**src/rtl/traffic_light_controller_pkg.sv**
```systemverilog
`default_nettype none
// ============================================================================
// Module      : traffic_pkg
// Description : Shared state encoding, lamp vectors and default dwell times
//               for the two-road traffic light controller.
// Revision    : 1.0 - initial release
// ============================================================================
package traffic_pkg;

  typedef enum logic [1:0] {
    S_NS_GREEN  = 2'd0,
    S_NS_YELLOW = 2'd1,
    S_EW_GREEN  = 2'd2,
    S_EW_YELLOW = 2'd3
  } state_t;

  // Lamp vectors are {red, yellow, green}.
  localparam logic [2:0] LAMP_RED    = 3'b100;
  localparam logic [2:0] LAMP_YELLOW = 3'b010;
  localparam logic [2:0] LAMP_GREEN  = 3'b001;

  localparam int unsigned c_DEF_NS_GREEN_TICKS = 32;
  localparam int unsigned c_DEF_EW_GREEN_TICKS = 16;
  localparam int unsigned c_DEF_YELLOW_TICKS   = 4;

  localparam int unsigned c_NS_COUNT_W = 5;
  localparam int unsigned c_EW_COUNT_W = 4;
  localparam int unsigned c_Y_COUNT_W  = 2;

  // NS lamp pattern for a given state.
  function automatic logic [2:0] ns_lamp(input state_t s);
    case (s)
      S_NS_GREEN:  ns_lamp = LAMP_GREEN;
      S_NS_YELLOW: ns_lamp = LAMP_YELLOW;
      default:     ns_lamp = LAMP_RED;
    endcase
  endfunction

  // EW lamp pattern for a given state.
  function automatic logic [2:0] ew_lamp(input state_t s);
    case (s)
      S_EW_GREEN:  ew_lamp = LAMP_GREEN;
      S_EW_YELLOW: ew_lamp = LAMP_YELLOW;
      default:     ew_lamp = LAMP_RED;
    endcase
  endfunction

endpackage
`default_nettype wire

```
**src/rtl/traffic_light_controller_dwell_counter.sv**
```systemverilog
`default_nettype none
// ============================================================================
// Module      : dwell_counter
// Description : Tick-driven up-counter that saturates at TERMINAL and flags
//               when the terminal value has been reached.
// Revision    : 1.0 - initial release
// ============================================================================
module dwell_counter #(
  parameter int unsigned WIDTH    = 4,
  parameter int unsigned TERMINAL = 15
) (
  input  logic             clk,
  input  logic             rst,
  input  logic             clear,
  input  logic             tick,
  output logic [WIDTH-1:0] count,
  output logic             done
);

  localparam logic [WIDTH-1:0] c_TERM = WIDTH'(TERMINAL);

  logic [WIDTH-1:0] r_count;

  // Count ticks up to the terminal value; clear has priority over counting.
  always_ff @(posedge clk) begin
    if (rst || clear) begin
      r_count <= '0;
    end else if (tick && (r_count != c_TERM)) begin
      r_count <= r_count + WIDTH'(1);
    end
  end

  assign count = r_count;
  assign done  = (r_count == c_TERM);

endmodule
`default_nettype wire

```
**src/rtl/traffic_light_controller.sv**
```systemverilog
`default_nettype none
// ============================================================================
// Module      : traffic_light_controller
// Description : Two-road intersection controller. NS rests on green and
//               yields to EW only on demand; EW green and both yellows run
//               for fixed dwell times. Lamps are registered from next-state.
// Revision    : 1.0 - initial release
// ============================================================================
module traffic_light_controller
  import traffic_pkg::*;
#(
  parameter int unsigned TICK_DIV       = 1,
  parameter int unsigned NS_GREEN_TICKS = c_DEF_NS_GREEN_TICKS,
  parameter int unsigned EW_GREEN_TICKS = c_DEF_EW_GREEN_TICKS,
  parameter int unsigned YELLOW_TICKS   = c_DEF_YELLOW_TICKS
) (
  input  logic                    clk,
  input  logic                    rst,
  input  logic                    ns_vehicle_detect,
  input  logic                    ew_vehicle_detect,
  output logic                    ns_red,
  output logic                    ns_yellow,
  output logic                    ns_green,
  output logic                    ew_red,
  output logic                    ew_yellow,
  output logic                    ew_green,
  output logic [c_NS_COUNT_W-1:0] ns_count,
  output logic [c_EW_COUNT_W-1:0] ew_count,
  output logic [c_Y_COUNT_W-1:0]  y_count
);

  localparam int unsigned c_TICK_W = (TICK_DIV > 1) ? $clog2(TICK_DIV) : 1;

  logic [c_TICK_W-1:0] r_tick_cnt;
  logic                w_tick;

  state_t r_state;
  state_t w_next;

  logic w_ns_done;
  logic w_ew_done;
  logic w_y_done;
  logic w_ns_clear;
  logic w_ew_clear;
  logic w_y_clear;

  logic [2:0] r_ns_lamp;
  logic [2:0] r_ew_lamp;

  // NS is the default-green road, so its own demand never changes anything.
  logic w_unused_ns_detect;
  assign w_unused_ns_detect = ns_vehicle_detect;

  assign w_tick = (r_tick_cnt == c_TICK_W'(TICK_DIV - 1));

  // Tick prescaler: one tick every TICK_DIV clocks.
  always_ff @(posedge clk) begin
    if (rst || w_tick) begin
      r_tick_cnt <= '0;
    end else begin
      r_tick_cnt <= r_tick_cnt + c_TICK_W'(1);
    end
  end

  // State register.
  always_ff @(posedge clk) begin
    if (rst) begin
      r_state <= S_NS_GREEN;
    end else begin
      r_state <= w_next;
    end
  end

  // Next-state logic; demand is only looked at on the leaving tick.
  always_comb begin
    w_next = r_state;
    case (r_state)
      S_NS_GREEN: begin
        if (w_tick && w_ns_done && ew_vehicle_detect) begin
          w_next = S_NS_YELLOW;
        end
      end
      S_NS_YELLOW: begin
        if (w_tick && w_y_done) begin
          w_next = S_EW_GREEN;
        end
      end
      S_EW_GREEN: begin
        if (w_tick && w_ew_done) begin
          w_next = S_EW_YELLOW;
        end
      end
      S_EW_YELLOW: begin
        if (w_tick && w_y_done) begin
          w_next = S_NS_GREEN;
        end
      end
      default: w_next = S_NS_GREEN;
    endcase
  end

  // A counter is held at zero while its state is not active, and is cleared
  // on every state change so each entry starts from zero.
  assign w_ns_clear = (r_state != w_next) || (r_state != S_NS_GREEN);
  assign w_ew_clear = (r_state != w_next) || (r_state != S_EW_GREEN);
  assign w_y_clear  = (r_state != w_next) ||
                      ((r_state != S_NS_YELLOW) && (r_state != S_EW_YELLOW));

  dwell_counter #(
    .WIDTH    (c_NS_COUNT_W),
    .TERMINAL (NS_GREEN_TICKS - 1)
  ) u_ns_cnt (
    .clk   (clk),
    .rst   (rst),
    .clear (w_ns_clear),
    .tick  (w_tick),
    .count (ns_count),
    .done  (w_ns_done)
  );

  dwell_counter #(
    .WIDTH    (c_EW_COUNT_W),
    .TERMINAL (EW_GREEN_TICKS - 1)
  ) u_ew_cnt (
    .clk   (clk),
    .rst   (rst),
    .clear (w_ew_clear),
    .tick  (w_tick),
    .count (ew_count),
    .done  (w_ew_done)
  );

  dwell_counter #(
    .WIDTH    (c_Y_COUNT_W),
    .TERMINAL (YELLOW_TICKS - 1)
  ) u_y_cnt (
    .clk   (clk),
    .rst   (rst),
    .clear (w_y_clear),
    .tick  (w_tick),
    .count (y_count),
    .done  (w_y_done)
  );

  // Lamps registered from next-state so they switch on the same edge as the state.
  always_ff @(posedge clk) begin
    if (rst) begin
      r_ns_lamp <= LAMP_GREEN;
      r_ew_lamp <= LAMP_RED;
    end else begin
      r_ns_lamp <= ns_lamp(w_next);
      r_ew_lamp <= ew_lamp(w_next);
    end
  end

  assign {ns_red, ns_yellow, ns_green} = r_ns_lamp;
  assign {ew_red, ew_yellow, ew_green} = r_ew_lamp;

endmodule
`default_nettype wire

```
**config.mk**
```make
export PLATFORM = sky130hd
export DESIGN_NAME = traffic_light_controller
export DESIGN_NICKNAME = d
export VERILOG_FILES = /design/src/rtl/traffic_light_controller_pkg.sv /design/src/rtl/traffic_light_controller_dwell_counter.sv /design/src/rtl/traffic_light_controller.sv
export SDC_FILE = /design/constraint.sdc
export NUM_CORES = 1
export LEC_CHECK = 0
export ABC_AREA = 1
export CORE_MARGIN = 1
export CORE_UTILIZATION = 25
export DETAILED_ROUTE_END_ITERATION = 8
export REMOVE_ABC_BUFFERS = 1
export SLEW_MARGIN = 15
export SYNTH_ARGS = -nofsm -noshare
export SYNTH_HDL_FRONTEND = slang
export SYNTH_SLANG_ARGS = --single-unit
```
**constraint.sdc**
```tcl
create_clock -name clk -period 1.6 [get_ports clk]
set_clock_uncertainty 0.05 [all_clocks]
set_input_delay 0.32 -clock clk [delete_from_list [all_inputs] [get_ports clk]]
set_output_delay 0.32 -clock clk [all_outputs]
set_load 0.1 [all_outputs]
```
==> After elaboration in Yosys (flattened, before gate mapping) <==
Cells that the tools add are included.
{ "word_totals": {"regBits": 20, "input_bits": 4, "output_inout_bits": 17, "word_cells": 53} }
{ "op_classes": {"addsub": 4, "n_eq_ne": 16, "n_mux": 7, "bitwise_logic": 1, "n_reduce_logical": 18} }
{ "ops": {"columns": ["cell", "n"], "rows": [
  ["one-hot mux 3 bit (2 select lines)", 2],
  ["equality test 2 bit (second input constant)", 5],
  ["logical AND 1 bit", 8],
  ["2-to-1 mux 2 bit", 4],
  ["one-hot mux 2 bit (4 select lines)", 1],
  ["logical OR 1 bit", 7],
  ["inequality test 2 bit (second input constant)", 3],
  ["adder 5 x 1 -> 5 bit (second input constant)", 1],
  ["equality test 5 bit (second input constant)", 1],
  ["inequality test 5 bit (second input constant)", 1],
  ["adder 4 x 1 -> 4 bit (second input constant)", 1],
  ["equality test 2 x 1 -> 1 bit (second input constant)", 2],
  ["equality test 4 bit (second input constant)", 1],
  ["zero test 2 bit", 2],
  ["inequality test 4 bit (second input constant)", 1],
  ["adder 2 x 1 -> 2 bit (second input constant)", 1],
  ["inequality test 2 x 1 -> 1 bit (second input constant)", 1],
  ["inequality test 2 bit", 1],
  ["nonzero test 2 bit", 1],
  ["adder 1 bit (second input constant)", 1],
  ["NOT 1 bit", 1]
]} }

==> Logic depth before layout (Yosys ltp) <==
Gate-level depths: netlist of the first run.
{ "logic_depth": {"ltp_word": 8, "mapped_depth": 9} }

==> Cells and area by module <==
A second synthesis of the first run with hierarchy kept.
{ "hier_totals": {"cells_unflattened": 120, "hier_area_um2": 894.6} }
{ "by_module_without_submodules": {"columns": ["module", "instances", "cells_each", "area_each_um2"], "rows": [
  ["traffic_light_controller", 1, 41, 337.8],
  ["dwell_counter (u_ns_cnt)", 1, 34, 250.2],
  ["dwell_counter (u_ew_cnt)", 1, 29, 200.2],
  ["dwell_counter (u_y_cnt)", 1, 16, 106.4]
]} }

==> Least setup slack after synthesis of the first run <==
OpenSTA, ideal clock, no wires.
{ "synth_path": {"path_kind": "register to register", "start": "register u_ns_cnt.r_count[0], in the netlist u_ns_cnt.count[0]", "end": "register u_ew_cnt.r_count[3], in the netlist u_ew_cnt.count[3]", "setup_time_ns": 0.118, "arrival_ns": 1.985, "setup_slack_ns": -0.554, "stages_incl_launch_ff": 9, "path_cell_list": "dfxtp_1 ha_1 and3_1 ha_1 nand3_1 nand2_1 nand3_1 nand3_1 nor2_1"} }
{ "synth_between": {"elab_chain_len": 8} }
{ "synth_rtl": {"columns": ["item", "line_no", "source"], "rows": [
  ["start, declared", "traffic_light_controller_dwell_counter.sv:22", "logic [WIDTH-1:0] r_count;"],
  ["start signal, assigned", "traffic_light_controller_dwell_counter.sv:29", "r_count <= r_count + WIDTH'(1);"],
  ["equality test 5 bit", "traffic_light_controller_dwell_counter.sv:34", "assign done = (r_count == c_TERM);"],
  ["logical AND 1 bit (2 in series)", "traffic_light_controller.sv:79", "if (w_tick && w_ns_done && ew_vehicle_detect) begin"],
  ["2-to-1 mux 2 bit", "traffic_light_controller.sv:79", null],
  ["one-hot mux 2 bit (4 select lines)", "traffic_light_controller.sv:77", "case (r_state)"],
  ["inequality test 2 bit", "traffic_light_controller.sv:105", "assign w_ew_clear = (r_state != w_next) || (r_state != S_EW_GREEN);"],
  ["logical OR 1 bit", "traffic_light_controller.sv:105", null],
  ["logical OR 1 bit", "traffic_light_controller_dwell_counter.sv:26", "if (rst || clear) begin"],
  ["end signal, assigned", "traffic_light_controller_dwell_counter.sv:29", null],
  ["end, declared", "traffic_light_controller_dwell_counter.sv:22", null]
]} }
No other way between the ends.
A chain may end at the register's enable or synchronous reset.

==> Final worst setup path of the first run <==
{ "layout_path": {"start": "register u_ns_cnt.r_count[0], in the netlist u_ns_cnt.count[0]", "end": "register r_ns_lamp[1]"} }
{ "layout_between": {"elab_chain_len": 7, "word_cells_on_any_way": 8, "classes_between": "eq/ne (2); mux (3); reduce/logical (3)"} }
{ "layout_rtl": {"columns": ["item", "line_no", "source"], "rows": [
  ["equality test 5 bit (*)", "traffic_light_controller_dwell_counter.sv:34", null],
  ["logical AND 1 bit (*) (2 in series)", "traffic_light_controller.sv:79", null],
  ["2-to-1 mux 2 bit (*)", "traffic_light_controller.sv:79", null],
  ["one-hot mux 2 bit (4 select lines) (*)", "traffic_light_controller.sv:77", null],
  ["equality test 2 x 1 -> 1 bit / zero test 2 bit (equally long branches)", "traffic_light_controller_pkg.sv:32", "case (s)"],
  ["one-hot mux 3 bit (2 select lines) (*)", "traffic_light_controller_pkg.sv:32", null],
  ["end signal, assigned", "traffic_light_controller.sv:151", "r_ns_lamp <= ns_lamp(w_next);"],
  ["end, declared", "traffic_light_controller.sv:47", "logic [2:0] r_ns_lamp;"]
]} }
Mark *: on every way between the ends. The rest lies on a longest branch, timed or not.

==> summary.txt, run 1 <==
Detailed routing
  – Wire per inst: 9.623 um
  – Detailed-route via count: 759
  – Drt first-iter violations: 18
  – Drc violations: 0
  – Drt total wl: 1.761 mm
  – Drt pass-1 iters: 4
  – Vias per Instance: 4.148
  – Post-route ant nets: 0

Clock tree
  – Post-cts hold buffer count: 0
  – Clock transition at the registers of the reported paths: 0.12 ns
  – Clk Latency, worst-skew pair: 0.30 ns
  – Total clock sinks: 20
  – CTS Buffer Depth: 2
  – Clk root buf: clkbuf_4
  – CTS tree: done
  – Num CTS Buffers: 3
  – CTS H-tree depth: 1

Floorplan
  – # IOs: 21
  – Row count: 20
  – Die Y-Extent: 59.43 um
  – Die width: 59.43 um
  – Core ar.: 3103 um2
  – Starting Density: 26.57%
  – Die area: 3532 um2

Final layout
  – Layout overhead on the synthesized area: 74.05%
  – Number of diodes: 0
  – Most common cell after layout, fill and taps aside: nand2_1
  – Most frequent cells in the layout: nand2_1, dfxtp_1, nor2_1, buf_12, buf_4
  – Total Nets Final: 148
  – Fin area: 1435 um2
  – Share of cells above drive strength 1: 35.97%

STA
  – Period minus WS final: 1.528 ns
  – Final Max Slew Viols: 0
  – Final period util: 95.49%
  – Final setup TNS: 0 ns
  – Hold Fails Final Rpt: 0
  – Final setup fails: 0
  – Fmax: 0.6545 GHz

Hold path
  – Hold Path Class: reg2reg
  – Hold Path Stages: 2

Logic synthesis
  – Mux cell area share after synthesis: 0%
  – Syn_area_per_cell: 7.928 um2
  – Adder-cell share of the synthesized area: 6.070%
  – Synth Warn #: 0
  – Synthesized cell area: 824.5 um2
  – Post-synthesis cell count: 104
  – XOR/XNOR Fraction of Synth Area: 5.311%
  – Register area share after synthesis: 48.56%
  – Post-synth cell types: 20
  – Synth Register Bits: 20
  – Synth Area in Compound Gates: 4.552%
  – Synth Area in Simple Gates: 30.05%
  – Main combinational cell family by area after synthesis: simple AND/OR/NAND/NOR gates

Setup path
  – Reg2reg path depth: 10
  – CP arrival: 1.73 ns
  – Critical path fanouts, max: 3
  – Critical setup path kind: reg2reg
  – Critical path required time: 1.80 ns
  – Setup crit end kind: flip-flop
  – Crit path launch type: flip-flop

Global routing
  – Largest net degree at the start of global routing: 13
  – Vias in the first global route: 718
  – First-pass GRT wire length: 2.835 mm
  – Grt ovf: 0
  – Initial antenna violation count: 0
  – GRT Util Overall: 10.75%

Power and ir drop
  – Leak: 0.5979 nW
  – Power Density: 709.4 nW/um2
  – Peak supply drop: 0.4189 mV
  – Total power: 1.018 mW

Place
  – Dpl hpwl: 1.358 mm
  – Placed cell area: 1323 um2
  – PortBufs: 19
  – Routability Congestion: 0.7970

Job
  – Max cap viols: 0

Run status
  – Status: finished, final reports clean
## power breakdown
part | switching, mW | internal [mW]
Clock | 0.156 | 0.253
Sequential | 0.00664 | 0.504
Combinational | 0.0576 | 0.0401
Total | 0.221 | 0.797
## repair_timing
action / in CTS / in global routing
gates cloned: 0 / 0
gates resized for setup: 5 / 7
hold endpoints to repair: 0 / 0
setup buffers: 0 / 1
endpoints found under the setup margin: 8 / 12
pin swaps: 3 / 4
## flip-flops by register name, indices dropped and copies added (netlist names)
register        flops
r_ns_lamp           3
u_y_cnt.count       2
r_tick_cnt          1
r_ew_lamp           3
u_ew_cnt.count      4
u_ns_cnt.count      5
r_state             2
## cell families after synthesis
kind of cell / count (synthesis)
xor+xnor: 5
buf+inv: 11
other cells: 1
flops: 20
simple gates: 56
fa+ha+maj: 4
compound gates: 7
## synth_stat cells (all sizes together)
cell,count,area share [%]
inv,11,5.0
xor2,3,3.2
or2,1,0.76
conb,1,0.45
o21a,1,0.91
a21oi,4,2.4
o21ai,2,1.2
xnor2,2,2.1
nand3,9,5.5
ha,4,6.1
dfxtp,20,49
nand2,22,11
and3,1,0.76
nor3,1,0.61
nor2,21,11
nand4,1,0.76
## worst max-delay path, stage by stage, from the launching register on
cell	delay, ns
dfxtp_2	0.37
ha_4	0.13
and3_4	0.19
ha_4	0.14
buf_4	0.10
nand3_2	0.08
nand2_2	0.08
nand2_2	0.08
nor2_4	0.13
inv_2	0.04
nor2_1	0.08
## metrics by stage
stage / setup slack, ns / std cells / utilization [%] / hold slack, ns
CTS: 0.001306 / 182 / 44.76 / 0.4940
global route: -0.008820 / 183 / 46.25 / 0.5798
detailed placement: -0.09676 / 178 / 42.62 / 0.4737
finish: 0.07212 / 183 / 46.25 / 0.5297
global placement: -0.04823 / 178 / 42.62 / 0.4647
floorplan: -0.5536 / 104 / - / 0.3416
## layer usage
| layer | vias to the layer above | global-route usage (%) | share of wire [%] |
|---|---|---|---|
| li1 | 399 | - | - |
| met1 | 339 | 12.42 | 43 |
| met2 | 17 | 17.98 | 51 |
| met3 | 4 | 3.930 | 4.0 |
| met4 | 0 | 4.082 | 1.8 |
| met5 | - | 0 | 0 |
## path summary, 6_finish.rpt
kind	from	to	slack (ns)
hold reg to reg	u_ns_cnt.count[4]	u_ns_cnt.count[4]	0.53
hold / removal	u_ns_cnt.count[4]	u_ns_cnt.count[4]	0.53
setup reg to reg	u_ns_cnt.count[0]	r_ns_lamp[1]	0.07
setup / recovery	u_ns_cnt.count[0]	r_ns_lamp[1]	0.07
## final cells by class
class | count | area [um2]
inverter | 11 | 41.29
sequential | 20 | 402.9
timing repair buffer | 31 | 450.4
multi-input combinational | 73 | 432.9
clock buffer | 3 | 22.52
clock inverter | 1 | 30.03
fill | 310 | 1668
tap | 44 | 55.05
(Power assumes the default switching activity.)
==> run 2, diff against run 1 <==
--- a/config.mk
+++ b/config.mk
@@ -8,6 +8,7 @@
 export ABC_AREA = 1
 export CORE_MARGIN = 1
 export CORE_UTILIZATION = 25
+export CTS_CLUSTER_SIZE = 8
 export DETAILED_ROUTE_END_ITERATION = 8
 export REMOVE_ABC_BUFFERS = 1
 export SLEW_MARGIN = 15
==> results of run 2 <==
Same layout as run 1: the final DEF is identical, and so are final timing and power.
==> run 3, diff against run 2 <==
--- a/config.mk
+++ b/config.mk
@@ -6,11 +6,13 @@
 export NUM_CORES = 1
 export LEC_CHECK = 0
 export ABC_AREA = 1
+export CORE_ASPECT_RATIO = 0.7
 export CORE_MARGIN = 1
 export CORE_UTILIZATION = 25
 export CTS_CLUSTER_SIZE = 8
 export DETAILED_ROUTE_END_ITERATION = 8
 export REMOVE_ABC_BUFFERS = 1
+export SKIP_LAST_GASP = 1
 export SLEW_MARGIN = 15
 export SYNTH_ARGS = -nofsm -noshare
 export SYNTH_HDL_FRONTEND = slang
==> summary.txt, run 3 (synthesized netlist as in run 1, its figures left out) <==
Run status
  – Status: complete, but fails checks
  – Violated checks: DRC

Floorplan
  – Die width: 70.64 um
  – Starting Density: 26.19%
  – # IOs: 21
  – Core ar.: 3148 um2
  – Die area: 3536 um2
  – Die Y-Extent: 50.05 um
  – Row count: 17

Clock tree
  – CTS H-tree depth: 1
  – Total clock sinks: 20
  – Post-cts hold buffer count: 0
  – Clk root buf: clkbuf_8
  – Clock transition at the registers of the reported paths: 0.07 ns
  – Num CTS Buffers: 3
  – CTS tree: done
  – Clk Latency, worst-skew pair: 0.25 ns
  – CTS Buffer Depth: 2

Power and ir drop
  – Int Pwr: 880.1 uW
  – Power Density: 763.0 nW/um2
  – Gate power share: 9.4%
  – Sw Ratio: 20.66%
  – Clock share of power: 44.7%
  – Seq pwr share: 45.9%
  – Total power: 1.109 mW
  – Peak supply drop: 0.3740 mV
  – Switching power: 229.1 uW
  – Leak: 0.6221 nW

Global routing
  – Largest net degree at the start of global routing: 13
  – GRT Util Overall: 12.17%
  – Initial antenna violation count: 0
  – Vias in the first global route: 819
  – First-pass GRT wire length: 3.263 mm
  – Grt ovf: 0

Place
  – Dpl cells: 172
  – Routability Congestion: 0.7571
  – Dpl hpwl: 1.481 mm
  – PortBufs: 19
  – Dpl ws: -0.1091 ns
  – Placed cell area: 1315 um2

Detailed routing
  – Vias per Instance: 4.611
  – Drt total wl: 2.025 mm
  – Post-route ant nets: 0
  – Detailed-route via count: 830
  – Drt first-iter violations: 23
  – Drc violations: 3
  – Drt pass-1 iters: 6
  – Wire per inst: 11.25 um

STA
  – Final Max Slew Viols: 0
  – Final setup fails: 0
  – Fmax: 0.6502 GHz
  – Setup WS post-layout: 0.06211 ns
  – Final period util: 96.12%
  – Final setup TNS: 0 ns
  – Hold Fails Final Rpt: 0
  – Period minus WS final: 1.538 ns
  – Final hold slack: 0.5075 ns
  – RSZ-0062 raised after global routing: yes

Final layout
  – Filler cell count: 282
  – Final Non-Filler Cells: 180
  – Total Nets Final: 151
  – Max reg flops: 5
  – Final Util: 46.18%
  – Fin area: 1454 um2
  – Most common cell after layout, fill and taps aside: nand2_1
  – Number of diodes: 0
  – Most frequent cells in the layout: nand2_1, dfxtp_1, nor2_1, buf_12, buf_4
  – Layout overhead on the synthesized area: 76.33%
  – Share of cells above drive strength 1: 37.32%

Setup path
  – Reg2reg setup slack: 0.06 ns
  – Critical path fanouts, max: 4
  – Crit path launch type: flip-flop
  – Setup crit end kind: flip-flop
  – Reg2reg path depth: 7
  – Worst setup path endpoint: u_ns_cnt.count[0]
  – CP arrival: 1.66 ns
  – FF-to-FF Start: u_ns_cnt.count[0]
  – Critical setup path kind: reg2reg
  – Critical path required time: 1.73 ns
  – CP Launch Point: u_ns_cnt.count[0]
  – R2R Path End: u_ns_cnt.count[0]

Hold path
  – Hold Path Class: reg2reg

Job
  – Max cap viols: 0
## run 3: critical path, cell delays in order (launching register included)
cell and delay (ns):
dfxtp_2 0.33, ha_2 0.18, and3_1 0.17, ha_4 0.18
nor2_4 0.13, inv_2 0.06, or2_1 0.23, a21oi_1 0.14
## run 3: how the worst min path moves through the flow
stage | depth (start not counted) | start | end
floorplan | 1 | rst | r_ew_lamp[0]
global placement | 2 | u_ns_cnt.count[4] | u_ns_cnt.count[4]
detailed placement | 2 | u_ns_cnt.count[4] | u_ns_cnt.count[4]
CTS | 2 | u_ns_cnt.count[4] | u_ns_cnt.count[4]
global route | 2 | u_ns_cnt.count[4] | u_ns_cnt.count[4]
finish | 2 | u_ns_cnt.count[4] | u_ns_cnt.count[4]
## run 3: what timing repair did
action / 4_1_cts / 5_1_grt
endpoints found under the setup margin: 5 / 8
gates resized for setup: 6 / 6
setup buffers: 1 / 3
pin swaps: 4 / 3
## run 3: per-layer routing
layer | part of all wire [%] | GRT usage, % | wire length (um)
met5 | 0 | 0 | 0
met4 | 2.4 | 6.667 | 48
met3 | 4.0 | 2.863 | 80
met2 | 53 | 23.95 | 1073
met1 | 41 | 11.77 | 824
## run 3: layout make-up
cell class                 instances  area, um2  share of cell area, %
timing repair buffer              34      473.0                  32.53
multi-input combinational         73      417.9                  28.74
tap                               38      47.55                  3.270
sequential                        20      402.9                  27.71
clock inverter                     1      30.03                  2.065
clock buffer                       3      41.29                  2.840
inverter                          11      41.29                  2.840
## run 3: power by group through the flow
stage / clock network, mW / logic, mW / registers [mW]
6_report: 0.496 / 0.104 / 0.509
5_1_grt: 0.525 / 0.112 / 0.510
4_1_cts: 0.501 / 0.0982 / 0.509
3_5_place_dp: 0 / 0.0942 / 0.519
3_3_place_gp: 0 / 0.0925 / 0.518
2_1_floorplan: 0 / 0.0195 / 0.549
